--- src/rtl/snake_score_manager_if.sv ---
`default_nettype none
// ============================================================================
//  Module      : snake_score_manager_if
//  Description : Collision/control inputs and score/status outputs of the
//                snake score manager, grouped as one bus.
//  Revision    : 1.0 - initial release
// ============================================================================
interface snake_score_manager_if #(
  parameter int SCORE_W = 7,
  parameter int LIFE_W  = 2
);
  logic               start;
  logic               goodColl;
  logic               badColl;
  logic               clearHigh;
  logic [SCORE_W-1:0] currScore;
  logic [SCORE_W-1:0] highScore;
  logic [LIFE_W-1:0]  livesLeft;
  logic               playing;
  logic               isGameComplete;
  logic               won;
  logic               newHigh;

  // Game controller / collision detector side
  modport master (
    output start, goodColl, badColl, clearHigh,
    input  currScore, highScore, livesLeft, playing, isGameComplete, won, newHigh
  );

  // Score manager side
  modport slave (
    input  start, goodColl, badColl, clearHigh,
    output currScore, highScore, livesLeft, playing, isGameComplete, won, newHigh
  );
endinterface
`default_nettype wire

--- src/rtl/snake_score_manager.sv ---
`default_nettype none
// ============================================================================
//  Module      : snake_score_manager
//  Description : Score, lives and session high-score tracker with an
//                IDLE / PLAY / OVER game-level state machine.
//  Revision    : 1.0 - initial release
// ============================================================================
module snake_score_manager #(
  parameter int SCORE_W   = 7,
  parameter int MAX_SCORE = 100,
  parameter int GOOD_PTS  = 1,
  parameter int NUM_LIVES = 3,
  parameter int LIFE_W    = 2
) (
  input  wire                  clk,
  input  wire                  nRst,
  snake_score_manager_if.slave bus
);

  localparam logic [SCORE_W-1:0] C_MAX_SCORE = SCORE_W'(MAX_SCORE);
  localparam logic [SCORE_W:0]   C_MAX_WIDE  = (SCORE_W+1)'(MAX_SCORE);
  localparam logic [SCORE_W:0]   C_GOOD_PTS  = (SCORE_W+1)'(GOOD_PTS);
  localparam logic [LIFE_W-1:0]  C_LIVES     = LIFE_W'(NUM_LIVES);
  localparam logic [LIFE_W-1:0]  C_ONE_LIFE  = LIFE_W'(1);

  typedef enum logic [1:0] {
    ST_IDLE = 2'd0,
    ST_PLAY = 2'd1,
    ST_OVER = 2'd2
  } state_t;

  state_t             state_q, state_d;
  logic [SCORE_W-1:0] score_q, score_d;
  logic [SCORE_W-1:0] high_q, high_d;
  logic [LIFE_W-1:0]  lives_q, lives_d;
  logic               won_q, won_d;
  logic               new_high_q, new_high_d;
  logic               playing_q, playing_d;
  logic               complete_q, complete_d;
  logic               win_now;
  logic [SCORE_W:0]   sum_wide;

  // One extra bit so the saturation test cannot be fooled by wrap-around.
  assign sum_wide = {1'b0, score_q} + C_GOOD_PTS;

  // Next-state logic: score first, then high score, then life loss unless the
  // same edge produced a win.
  always_comb begin
    state_d    = state_q;
    score_d    = score_q;
    high_d     = high_q;
    lives_d    = lives_q;
    won_d      = won_q;
    new_high_d = new_high_q;
    win_now    = 1'b0;

    case (state_q)
      ST_PLAY: begin
        if (bus.goodColl) begin
          if (sum_wide >= C_MAX_WIDE) begin
            score_d = C_MAX_SCORE;
            won_d   = 1'b1;
            state_d = ST_OVER;
            win_now = 1'b1;
          end else begin
            score_d = sum_wide[SCORE_W-1:0];
          end
        end
        if (score_d > high_q) begin
          high_d     = score_d;
          new_high_d = 1'b1;
        end
        if (bus.badColl && !win_now && (lives_q != '0)) begin
          lives_d = lives_q - C_ONE_LIFE;
          if (lives_q == C_ONE_LIFE) begin
            state_d = ST_OVER;
          end
        end
      end
      default: begin
        // IDLE and OVER: collisions ignored, results held until a new start.
        if (bus.clearHigh) begin
          high_d = '0;
        end
        if (bus.start) begin
          state_d    = ST_PLAY;
          score_d    = '0;
          lives_d    = C_LIVES;
          won_d      = 1'b0;
          new_high_d = 1'b0;
        end
      end
    endcase

    playing_d  = (state_d == ST_PLAY);
    complete_d = (state_d == ST_OVER);
  end

  // State and output registers, cleared asynchronously.
  always_ff @(posedge clk or negedge nRst) begin
    if (!nRst) begin
      state_q    <= ST_IDLE;
      score_q    <= '0;
      high_q     <= '0;
      lives_q    <= C_LIVES;
      won_q      <= 1'b0;
      new_high_q <= 1'b0;
      playing_q  <= 1'b0;
      complete_q <= 1'b0;
    end else begin
      state_q    <= state_d;
      score_q    <= score_d;
      high_q     <= high_d;
      lives_q    <= lives_d;
      won_q      <= won_d;
      new_high_q <= new_high_d;
      playing_q  <= playing_d;
      complete_q <= complete_d;
    end
  end

  assign bus.currScore      = score_q;
  assign bus.highScore      = high_q;
  assign bus.livesLeft      = lives_q;
  assign bus.playing        = playing_q;
  assign bus.isGameComplete = complete_q;
  assign bus.won            = won_q;
  assign bus.newHigh        = new_high_q;

endmodule
`default_nettype wire

--- src/flat_wrapper.sv ---
// flat-port wrapper written by rule: the top's interface ports become plain ports
module snake_score_manager_flat 
#(
  parameter int SCORE_W   = 7,
  parameter int MAX_SCORE = 100,
  parameter int GOOD_PTS  = 1,
  parameter int NUM_LIVES = 3,
  parameter int LIFE_W    = 2
)
  (clk, nRst, bus_start, bus_goodColl, bus_badColl, bus_clearHigh, bus_currScore, bus_highScore, bus_livesLeft, bus_playing, bus_isGameComplete, bus_won, bus_newHigh);
  snake_score_manager_if #(.SCORE_W(SCORE_W), .LIFE_W(LIFE_W)) bus_i ();
  input  wire clk;
  input  wire nRst;
  input wire logic [$bits(bus_i.start)-1:0] bus_start;
  input wire logic [$bits(bus_i.goodColl)-1:0] bus_goodColl;
  input wire logic [$bits(bus_i.badColl)-1:0] bus_badColl;
  input wire logic [$bits(bus_i.clearHigh)-1:0] bus_clearHigh;
  output wire logic [$bits(bus_i.currScore)-1:0] bus_currScore;
  output wire logic [$bits(bus_i.highScore)-1:0] bus_highScore;
  output wire logic [$bits(bus_i.livesLeft)-1:0] bus_livesLeft;
  output wire logic [$bits(bus_i.playing)-1:0] bus_playing;
  output wire logic [$bits(bus_i.isGameComplete)-1:0] bus_isGameComplete;
  output wire logic [$bits(bus_i.won)-1:0] bus_won;
  output wire logic [$bits(bus_i.newHigh)-1:0] bus_newHigh;
  assign bus_i.start = bus_start;
  assign bus_i.goodColl = bus_goodColl;
  assign bus_i.badColl = bus_badColl;
  assign bus_i.clearHigh = bus_clearHigh;
  assign bus_currScore = bus_i.currScore;
  assign bus_highScore = bus_i.highScore;
  assign bus_livesLeft = bus_i.livesLeft;
  assign bus_playing = bus_i.playing;
  assign bus_isGameComplete = bus_i.isGameComplete;
  assign bus_won = bus_i.won;
  assign bus_newHigh = bus_i.newHigh;
  snake_score_manager #(.SCORE_W(SCORE_W), .MAX_SCORE(MAX_SCORE), .GOOD_PTS(GOOD_PTS), .NUM_LIVES(NUM_LIVES), .LIFE_W(LIFE_W)) u_core (.clk(clk), .nRst(nRst), .bus(bus_i));
endmodule
--- config.mk ---
export PLATFORM = sky130hd
export DESIGN_NAME = snake_score_manager_flat
export DESIGN_NICKNAME = d
export VERILOG_FILES = /design/src/rtl/snake_score_manager_if.sv /design/src/rtl/snake_score_manager.sv /design/src/flat_wrapper.sv
export SDC_FILE = /design/constraint.sdc
export NUM_CORES = 1
export LEC_CHECK = 0
export BUFFER_PORTS_ARGS = -buffer_cell sky130_fd_sc_hd__buf_2
export CAP_MARGIN = 5
export CORE_MARGIN = 5
export CORE_UTILIZATION = 31
export CTS_CLUSTER_DIAMETER = 60
export DETAILED_ROUTE_END_ITERATION = 10
export HOLD_SLACK_MARGIN = 0.15
export PLACE_DENSITY = 0.52
export REMOVE_ABC_BUFFERS = 1
export SLEW_MARGIN = 0
export SYNTH_ARGS = -nofsm -noshare
export SYNTH_HDL_FRONTEND = slang
export SYNTH_SLANG_ARGS = --single-unit
--- constraint.sdc ---
create_clock -name clk -period 3.4 [get_ports clk]
set_clock_uncertainty 0.1 [all_clocks]
set_input_delay 0.68 -clock clk [delete_from_list [all_inputs] [get_ports clk]]
set_output_delay 0.68 -clock clk [all_outputs]
set_load 0.02 [all_outputs]
==> results of run 1 <==
[layout make-up]
class	instances	area share, %
Inverter	16	3.52
Multi-Input combinational cell	105	47.5
Clock inverter	1	1.76
Clock buffer	3	2.42
Sequential cell	22	32.4
Tap cell	52	3.81
Timing Repair Buffer	28	8.64
[per-stage QoR]
step	instance area (um^2)	utilization, %	power [uW]	hold WS (ns)
after global routing	1710	38.7	1670	0.320
final	1710	38.7	1540	0.277
after CTS	1690	38.2	1560	0.298
after floorplan	1400	-	1040	0.284
after global placement	1620	36.6	1280	0.384
after detailed placement	1620	36.6	1300	0.361
[sequential cells by signal (all words and copies together), names as in the netlist]
register	cells
u_core.bus.livesLeft	2
u_core.state_q	2
u_core.bus.won	1
u_core.bus.currScore	7
u_core.bus.highScore	7
u_core.bus.isGameComplete	1
u_core.bus.newHigh	1
u_core.bus.playing	1
[power by group through the flow]
stage | sequential [uW] | clock (uW) | combinational (uW)
after CTS | 424 | 253 | 879
final | 425 | 247 | 869
after floorplan | 503 | 0 | 533
after detailed placement | 427 | 0 | 876
after global placement | 424 | 0 | 852
after global routing | 437 | 264 | 969
[synth_stat cells, drive strengths merged (2+ instances only)]
cell type	count
mux2i	10
nor2	3
a21oi	7
dfrtp	20
a21o	3
o21a	3
inv	16
nand4	3
nand3b	2
buf	4
clkbuf	2
ha	10
nand3	3
dfstp	2
xnor2	2
and2	2
o21ai	9
and3	2
nor2b	5
nand2	23
[per-layer routing]
metal / vias to the layer above / wire, um / GRT usage (%)
met2: 43 / 1630 / 19.5
met4: 0 / 13 / 1.52
met3: 2 / 274 / 3.82
met5: - / 0 / 0
met1: 577 / 1530 / 14.9
li1: 575 / - / -
[critical path: cells and delay by family, from the launching register on]
kind            cells  cell delay, ns
simple gates        2            0.38
buf+inv             1            0.22
flops               1            0.43
mux                 1            0.22
compound gates      6            1.28
fa+ha+maj           2            0.43
[cell usage in the layout (no fill, tap or decap), types with 2 or more instances in the layout]
cell / count
mux2i_1: 10
a21oi_1: 6
nand2_1: 22
inv_1: 16
nor2_1: 3
dfrtp_1: 20
dfstp_2: 2
buf_4: 3
a21o_1: 3
nand3b_1: 2
clkbuf_8: 3
and2_1: 2
o21ai_0: 8
nand4_1: 3
xnor2_1: 2
buf_2: 25
nor2b_1: 5
and3_1: 2
o21a_1: 3
ha_1: 9
nand3_1: 3
[what timing repair did]
item | 4_1_cts | 5_1_grt
hold buffers | 0 | 0
gates resized for setup | 0 | 5
setup endpoints to repair | 0 | 8
[worst paths after layout]
kind / from / to / slack (ns) / depth (start not counted)
worst max-delay path: u_core.bus.currScore[1] / u_core.bus.highScore[0] / 0.24 / 12
worst min-delay path: nRst / u_core.bus.highScore[2] / 0.28 / 1
worst max register to register: u_core.bus.currScore[1] / u_core.bus.highScore[0] / 0.24 / 12
worst min register to register: u_core.bus.newHigh / u_core.bus.newHigh / 0.39 / 1
max in group asynchronous: nRst / u_core.bus.livesLeft[0] / 2.56 / 1
min in group clk: u_core.bus.newHigh / u_core.bus.newHigh / 0.39 / 1
[cells by family after synthesis]
family,synth area share (%)
flip-flops,38.6
AND/OR/NAND/NOR,15.1
buffers and inverters,6.20
adder cells (fa/ha/maj),8.73
XOR/XNOR,1.83
AO/OA/AOI/OAI,21.7
multiplexers,7.77
==> metrics.log, run 1 <==
INFO  metric outcome = completed
INFO  metric crit_path_cell_trace = ha_2 > nand4_1 > o21a_1 > a31o_4 > a21oi_2 > ha_1 > a21o_1 > a21oi_1 > nor2b_1 > a221oi_4 > buf_4 > mux2i_1
INFO  metric hp-class = input pin to asynchronous set/reset pin
INFO  metric fp-row-count = 24
INFO  metric place_ws = 0.135 ns
INFO  metric chip_height = roughly 78 um
INFO  metric timing.fmax = 0.317 GHz
INFO  metric area_delta_synth_final = 19.2%
INFO  metric num-fill-cells = between 400 and 500
INFO  metric post_synth.cell_area_avg = between 9 and 10 um^2
INFO  metric setup-violations-final = 0
INFO  metric worstPathArrival = 3.24 ns
INFO  metric ys_warn_count = 0
INFO  metric wirelength = around 3400 um
INFO  metric global_route.overflow_total = 0
INFO  metric finish.cell_count_without_fillers = 227
INFO  metric synth.lib_cells_used.distinct = 40
INFO  metric vias_per_cell = 5.27
INFO  metric placement.io_buffers = 25
INFO  metric wire_per_inst = about 15 um
INFO  metric rsz0062_at_grt = no
INFO  metric dominantRegCellSynth = dfrtp_1
INFO  metric total_drc_errors_in_the_routed_layout = 0
INFO  metric seq_area_frac_synth = 38.6%
INFO  metric worstPathRequired = 3.48 ns
INFO  metric numCtsBuffers = 3
INFO  metric antenna_found_initial = 0
INFO  metric initial_utilization = 32.5%
INFO  metric track_usage = a little under an eighth
INFO  metric synth_seq_cells = 22
INFO  metric timing.setup.tns = 0 ns
INFO  metric cts.root.buffer_cell = clkbuf_8
INFO  metric layout_cell_share_with_drive_strength_beyond_1 = 25.1%
INFO  metric dieArea = 0.00608 mm^2
INFO  metric switching_share = 43.9%
INFO  metric multi_input_area = 811 um^2
INFO  metric hpwlAfterDp = 2620 um
INFO  metric seqCellArea = 553 um^2
INFO  metric ant_nets = 0
INFO  metric seq_power_share = about 28%
INFO  metric post_synth_main_area_contributors = dfrtp_1 (35%), ha_1 (8.7%), mux2i_1 (7.0%)
INFO  metric finalCritPeriodShare = 92.9%
INFO  metric max_slew.worst_pin.slew = 0.583 ns
INFO  metric critical_path.endpoint_type = flop
INFO  metric postSynth.asyncResetShare = 100%
INFO  metric critPathLaunchType = flop
INFO  metric ios = 26
INFO  metric clockBufferDepth = 2
INFO  metric synthCells = roughly 150
INFO  metric timing.critical_path.slowest_stage_cell = dfrtp_1
INFO  metric crit_path_max_incr_delay = ~0.43 ns
INFO  metric worstSkewPairLatency = 0.26 ns
INFO  metric power.density = 902 mW/mm^2
INFO  metric fp.dieW = 78.0 um
INFO  metric clk_pin_slew_worst_paths = about 0.08 ns
INFO  metric synth_top_area_share = between 30% and 40%
INFO  metric tritoncts_clock_tree = built
INFO  metric ir_worst_vdd = 0.000396 V
INFO  metric synth.cell_area = 0.00143 mm^2
INFO  metric fin_nets = around 190
INFO  metric power_report.internal_total = around 860 uW
INFO  metric drv_slew = 0
INFO  metric p_leak = 0.000843 uW
INFO  metric dr.first_iter.drc_count = 117
INFO  metric fin_crit = 3.16 ns
INFO  metric clkSinkCount = 22
INFO  metric grt_pass1_vias = 1,183
INFO  metric detailroute.via_count = 1,197
INFO  metric place_congestion = around 0.82
INFO  metric insertedDiodeCount = 0
INFO  metric maxCapViolCount = 0
INFO  metric power.net_switching = 677 uW
INFO  metric p_clk_share = 16.0%
INFO  metric placed_cells = 223
INFO  metric combinationalPowerShare = around 56%
INFO  metric cts.repair_timing.setup_buffer_count = 0
INFO  metric ctsHtreeMaxLevel = 1
INFO  metric synth_enable_flop_cells = 0
INFO  metric yosys.area.top_type = dfrtp_1
INFO  metric layout_setup_ws = 0.241 ns
INFO  metric grt_start_max_net_pins = 23
INFO  metric hold_violations = 0
INFO  metric first_pass_grt_wire_length = 5830 um
INFO  metric timing.max_slew.rel_slack = 61.1%
INFO  metric path_max_fanout = 7
INFO  metric worst-setup-path-type = flop to flop
INFO  metric detailed_routing_iteration_count_for_the_pre_antenna_repair_pass = 4
INFO  metric core_area = 0.00441 mm^2
Note: power is estimated with default switching activity, not from simulation.
==> run 2, diff against run 1 <==
--- a/config.mk
+++ b/config.mk
@@ -5,6 +5,7 @@
 export SDC_FILE = /design/constraint.sdc
 export NUM_CORES = 1
 export LEC_CHECK = 0
+export ABC_AREA = 1
 export BUFFER_PORTS_ARGS = -buffer_cell sky130_fd_sc_hd__buf_2
 export CAP_MARGIN = 5
 export CORE_MARGIN = 5
==> run 2 against run 1 <==
  * Total power increased by 2.1%
  * Via count shrank 0.67%
  * Cell area decreased by 6.1%
  * Wire length shrank 6.6%
  * Non-clock buffer count down 3
  * First-iteration DRC count shrank 27%
  * Clock power decreased by 21%
  * Sequential power rose by 14%
  * Critical endpoint is now u_core.bus.highScore[5]
==> metrics.log, run 2 <==
INFO  metric ctsHtreeMaxLevel = 1 (unchanged)
INFO  metric synth_seq_cells = 22 (unchanged)
INFO  metric post_synth_main_area_contributors = dfrtp_1 (37%), nand2_1 (15%), ha_1 (9.1%)
INFO  metric area_delta_synth_final = 17.1%
INFO  metric timing.max_slew.rel_slack = 65.5% (+4.5 points)
INFO  metric timing.fmax = 0.342 GHz (+8.1%)
INFO  metric cts.repair_timing.setup_buffer_count = 0 (unchanged)
INFO  metric clockBufferDepth = 2 (unchanged)
INFO  metric crit_path_cell_trace = ha_1 > nand3_2 > nor2_1 > nand2_1 > nand2_1 > nand3_2 > nand2_2 > nand2_4 > nand2_1 > inv_1 > ha_1 > nand2_1 > nor2_1 > nand2_1 > o211ai_1 > nand3_2 > inv_1 > nand2_1 > nand2_1
INFO  metric most-common-layout-cells = nand2_1 (55), buf_2 (25), inv_1 (22), dfrtp_1 (20), nor2_1 (15)
INFO  metric switching_share = 50.1% (+6.1 points)
INFO  metric drv_slew = 0 (unchanged)
INFO  metric seq_area_frac_synth = 40.4% (+1.8 points)
INFO  metric synth.cell_area = 0.00137 mm^2 (-4.4%)
INFO  metric synth_top_area_share = 36.5% (+1.6 points)
INFO  metric fp-row-count = 24 (unchanged)
INFO  metric power.density = 981 mW/mm^2 (+8.8%)
INFO  metric synthCells = 177 (+19%)
INFO  metric global_route.overflow_total = 0 (unchanged)
INFO  metric vias_per_cell = 4.64 (-12%)
INFO  metric post_synth_most_frequent_cells = nand2_1 (55), inv_1 (22), dfrtp_1 (20)
INFO  metric critical_path.endpoint_type = flop
INFO  metric wl_met1 = 1620 um (+5.9%)
INFO  metric timing.setup.tns = 0 ns (unchanged)
INFO  metric grt_start_max_net_pins = 23 (unchanged)
INFO  metric max_slew.worst_pin.slew = 0.517 ns (-0.0659 ns)
INFO  metric ys_warn_count = 0 (unchanged)
INFO  metric seq_power_share = 30.8% (+3.2 points)
INFO  metric cts.repair.resized = 0 (unchanged)
INFO  metric power.net_switching = 788 uW (+16%)
INFO  metric cts.root.buffer_cell = clkbuf_8
INFO  metric detailed_routing_iteration_count_for_the_pre_antenna_repair_pass = 4 (unchanged)
INFO  metric place_congestion = 0.850 (+3.3%)
INFO  metric path_common_cell = nand2_1
INFO  metric postSynth.asyncResetShare = 100% (unchanged)
INFO  metric p_leak = 0.000866 uW (+2.7%)
INFO  metric grt_pass1_vias = 1,232 (+4.1%)
INFO  metric total_drc_errors_in_the_routed_layout = 0 (unchanged)
INFO  metric finalCritPeriodShare = 85.9% (-7.0 points)
INFO  metric maxCapViolCount = 0 (unchanged)
INFO  metric core_area = 0.00432 mm^2 (-2.0%)
INFO  metric ios = 26 (unchanged)
INFO  metric combinationalPowerShare = 56.8% (+0.4 points)
INFO  metric power_report.internal_total = 786 uW (-9.0%)
INFO  metric dominantRegCellSynth = dfrtp_1
INFO  metric insertedDiodeCount = 0 (unchanged)
INFO  metric worstPathRequired = 3.51 ns (+0.03 ns)
INFO  metric wire_per_inst = 12.6 um (-17%)
INFO  metric synthMostInstantiatedCell = nand2_1
INFO  metric worst-setup-path-type = flop to flop
INFO  metric critical_path.n_buffers_inverters = 2 (+1)
INFO  metric chip_height = 76.5 um (-1.9%)
INFO  metric num-fill-cells = 485 (+7.3%)
INFO  metric hold_violations = 0 (unchanged)
INFO  metric numCtsBuffers = 3 (unchanged)
INFO  metric crit_path_max_incr_delay = 0.47 ns (+0.04 ns)
INFO  metric met2_length = 1430 um (-12%)
INFO  metric clkSinkCount = 22 (unchanged)
INFO  metric hpwlAfterDp = 2520 um (-3.5%)
INFO  metric ant_nets = 0 (unchanged)
INFO  metric track_usage = 11.9% (+0.29 points)
INFO  metric gate_family_responsible_for_the_most_delay_along_the_worst_path = simple AND/OR/NAND/NOR gates
INFO  metric worstSkewPairLatency = 0.27 ns (about the same)
INFO  metric placement.io_buffers = 25 (unchanged)
INFO  metric layout_cell_share_with_drive_strength_beyond_1 = 25.5% (+0.35 points)
INFO  metric ir_worst_vdd = 0.000396 V (about the same)
INFO  metric synth.lib_cells_used.distinct = 24 (-40%)
INFO  metric post_synth.cell_area_avg = 7.74 um^2 (-19%)
INFO  metric dr.first_iter.drc_count = 85 (-27%)
INFO  metric detailroute.via_count = 1,189 (-0.67%)
INFO  metric route.met3.wl = 129 um (-53%)
INFO  metric timing.critical_path.slowest_stage_cell = dfrtp_1
INFO  metric layout_setup_ws = 0.479 ns (+0.237 ns)
INFO  metric antenna_found_initial = 0 (unchanged)
INFO  metric hold_fix_buffers_at_cts = 0 (unchanged)
INFO  metric outcome = completed
INFO  metric tritoncts_clock_tree = built
INFO  metric fp.dieW = 76.5 um (-1.9%)
INFO  metric worstPathArrival = 3.03 ns (-0.21 ns)
INFO  metric first_pass_grt_wire_length = 5780 um (-0.94%)
INFO  metric fin_crit = 2.92 ns (-0.237 ns)
INFO  metric routed.top_layer = met4
INFO  metric yosys.area.top_type = dfrtp_1
INFO  metric initial_utilization = 31.7% (-0.77 points)
INFO  metric setup-violations-final = 0 (unchanged)
INFO  metric fin_nets = 221 (+15%)
INFO  metric final_common_cell = nand2_1
INFO  metric hp-class = input pin to asynchronous set/reset pin
INFO  metric dieArea = 0.00585 mm^2 (-3.8%)
INFO  metric wirelength = 3210 um (-6.6%)
INFO  metric synth_enable_flop_cells = 0 (unchanged)
INFO  metric setup.reg_to_reg.worst_slack = 0.48 ns (+0.24 ns)
INFO  metric clk_pin_slew_worst_paths = 0.08 ns (about the same)
INFO  metric p_clk_share = 12.4% (-3.6 points)
INFO  metric critPathLaunchType = flop
INFO  metric rsz0062_at_grt = no
INFO  metric place_ws = 0.343 ns (+0.208 ns)
INFO  metric path_max_fanout = 12 (+5)
run 2: cell types whose count changed after synthesis, moves of 6 or more:
| cell | before | now |
|---|---|---|
| o21ai_0 | 9 | 3 |
| nor2_1 | 3 | 15 |
| inv_1 | 16 | 22 |
| mux2i_1 | 10 | 0 |
| nand2_1 | 23 | 55 |
| nand3_1 | 3 | 12 |
run 2: metal layers:
metal  vias to the layer above  track usage [%]
met3                         4             2.48
met5                         -                0
met1                       539             16.8
li1                        616                -
met2                        30             18.4
met4                         0             3.15
run 2: final cells by class:
type	count	area, um^2	share of cell area (%)
clock buffers	4	55.1	3.43
inverters	25	93.8	5.85
multi-input cells	128	712	44.4
flip-flops and latches	22	553	34.5
well taps	52	65.1	4.06
repair buffers	25	125	7.80
run 2: power by group through the flow:
stage,registers [uW],clock network (uW),logic (uW)
CTS,488,201,900
global placement,492,0,897
finish,485,195,894
global route,508,209,1040
floorplan,591,0,539
detailed placement,493,0,897
run 2: cells by family (layout without fill, tap and decap cells):
family,after synthesis,count (layout),share of synthesized area [%]
AO/OA/AOI/OAI,20,20,9.04
XOR/XNOR,1,1,0.639
adder cells (fa/ha/maj),10,10,9.13
buffers and inverters,27,54,8.04
flip-flops,22,22,40.4
AND/OR/NAND/NOR,97,97,32.8
run 2: stage by stage:
step           instance area (um^2)  util (%)  std cells  power [uW]  hold slack [ns]
5_1_grt                        1600      37.1        256        1760            0.323
6_report                       1600      37.1        256        1570            0.277
3_5_place_dp                   1540      35.7        252        1390            0.362
3_3_place_gp                   1540      35.7        252        1390            0.383
2_1_floorplan                  1350         -        175        1130            0.284
4_1_cts                        1600      37.0        256        1590            0.297
run 2: final timing paths:
kind | start | endpoint | cells after the start
worst min register to register | u_core.bus.livesLeft[0] | u_core.bus.livesLeft[0] | 2
max in group asynchronous | nRst | u_core.bus.livesLeft[0] | 1
worst max-delay path | u_core.bus.currScore[0] | u_core.bus.highScore[5] | 19
min in group clk | u_core.bus.livesLeft[0] | u_core.bus.livesLeft[0] | 2
worst max register to register | u_core.bus.currScore[0] | u_core.bus.highScore[5] | 19
worst min-delay path | nRst | u_core.bus.newHigh | 1
run 2: worst register-to-register path, stage by stage, from the launching register on:
cell and delay, ns:
dfrtp_1 0.47, ha_1 0.26, nand3_2 0.10, nor2_1 0.10
nand2_1 0.05, nand2_1 0.09, nand3_2 0.09, nand2_2 0.11
nand2_4 0.10, nand2_1 0.13, inv_1 0.06, ha_1 0.29
nand2_1 0.06, nor2_1 0.11, nand2_1 0.07, o211ai_1 0.10
nand3_2 0.25, inv_1 0.19, nand2_1 0.07, nand2_1 0.06
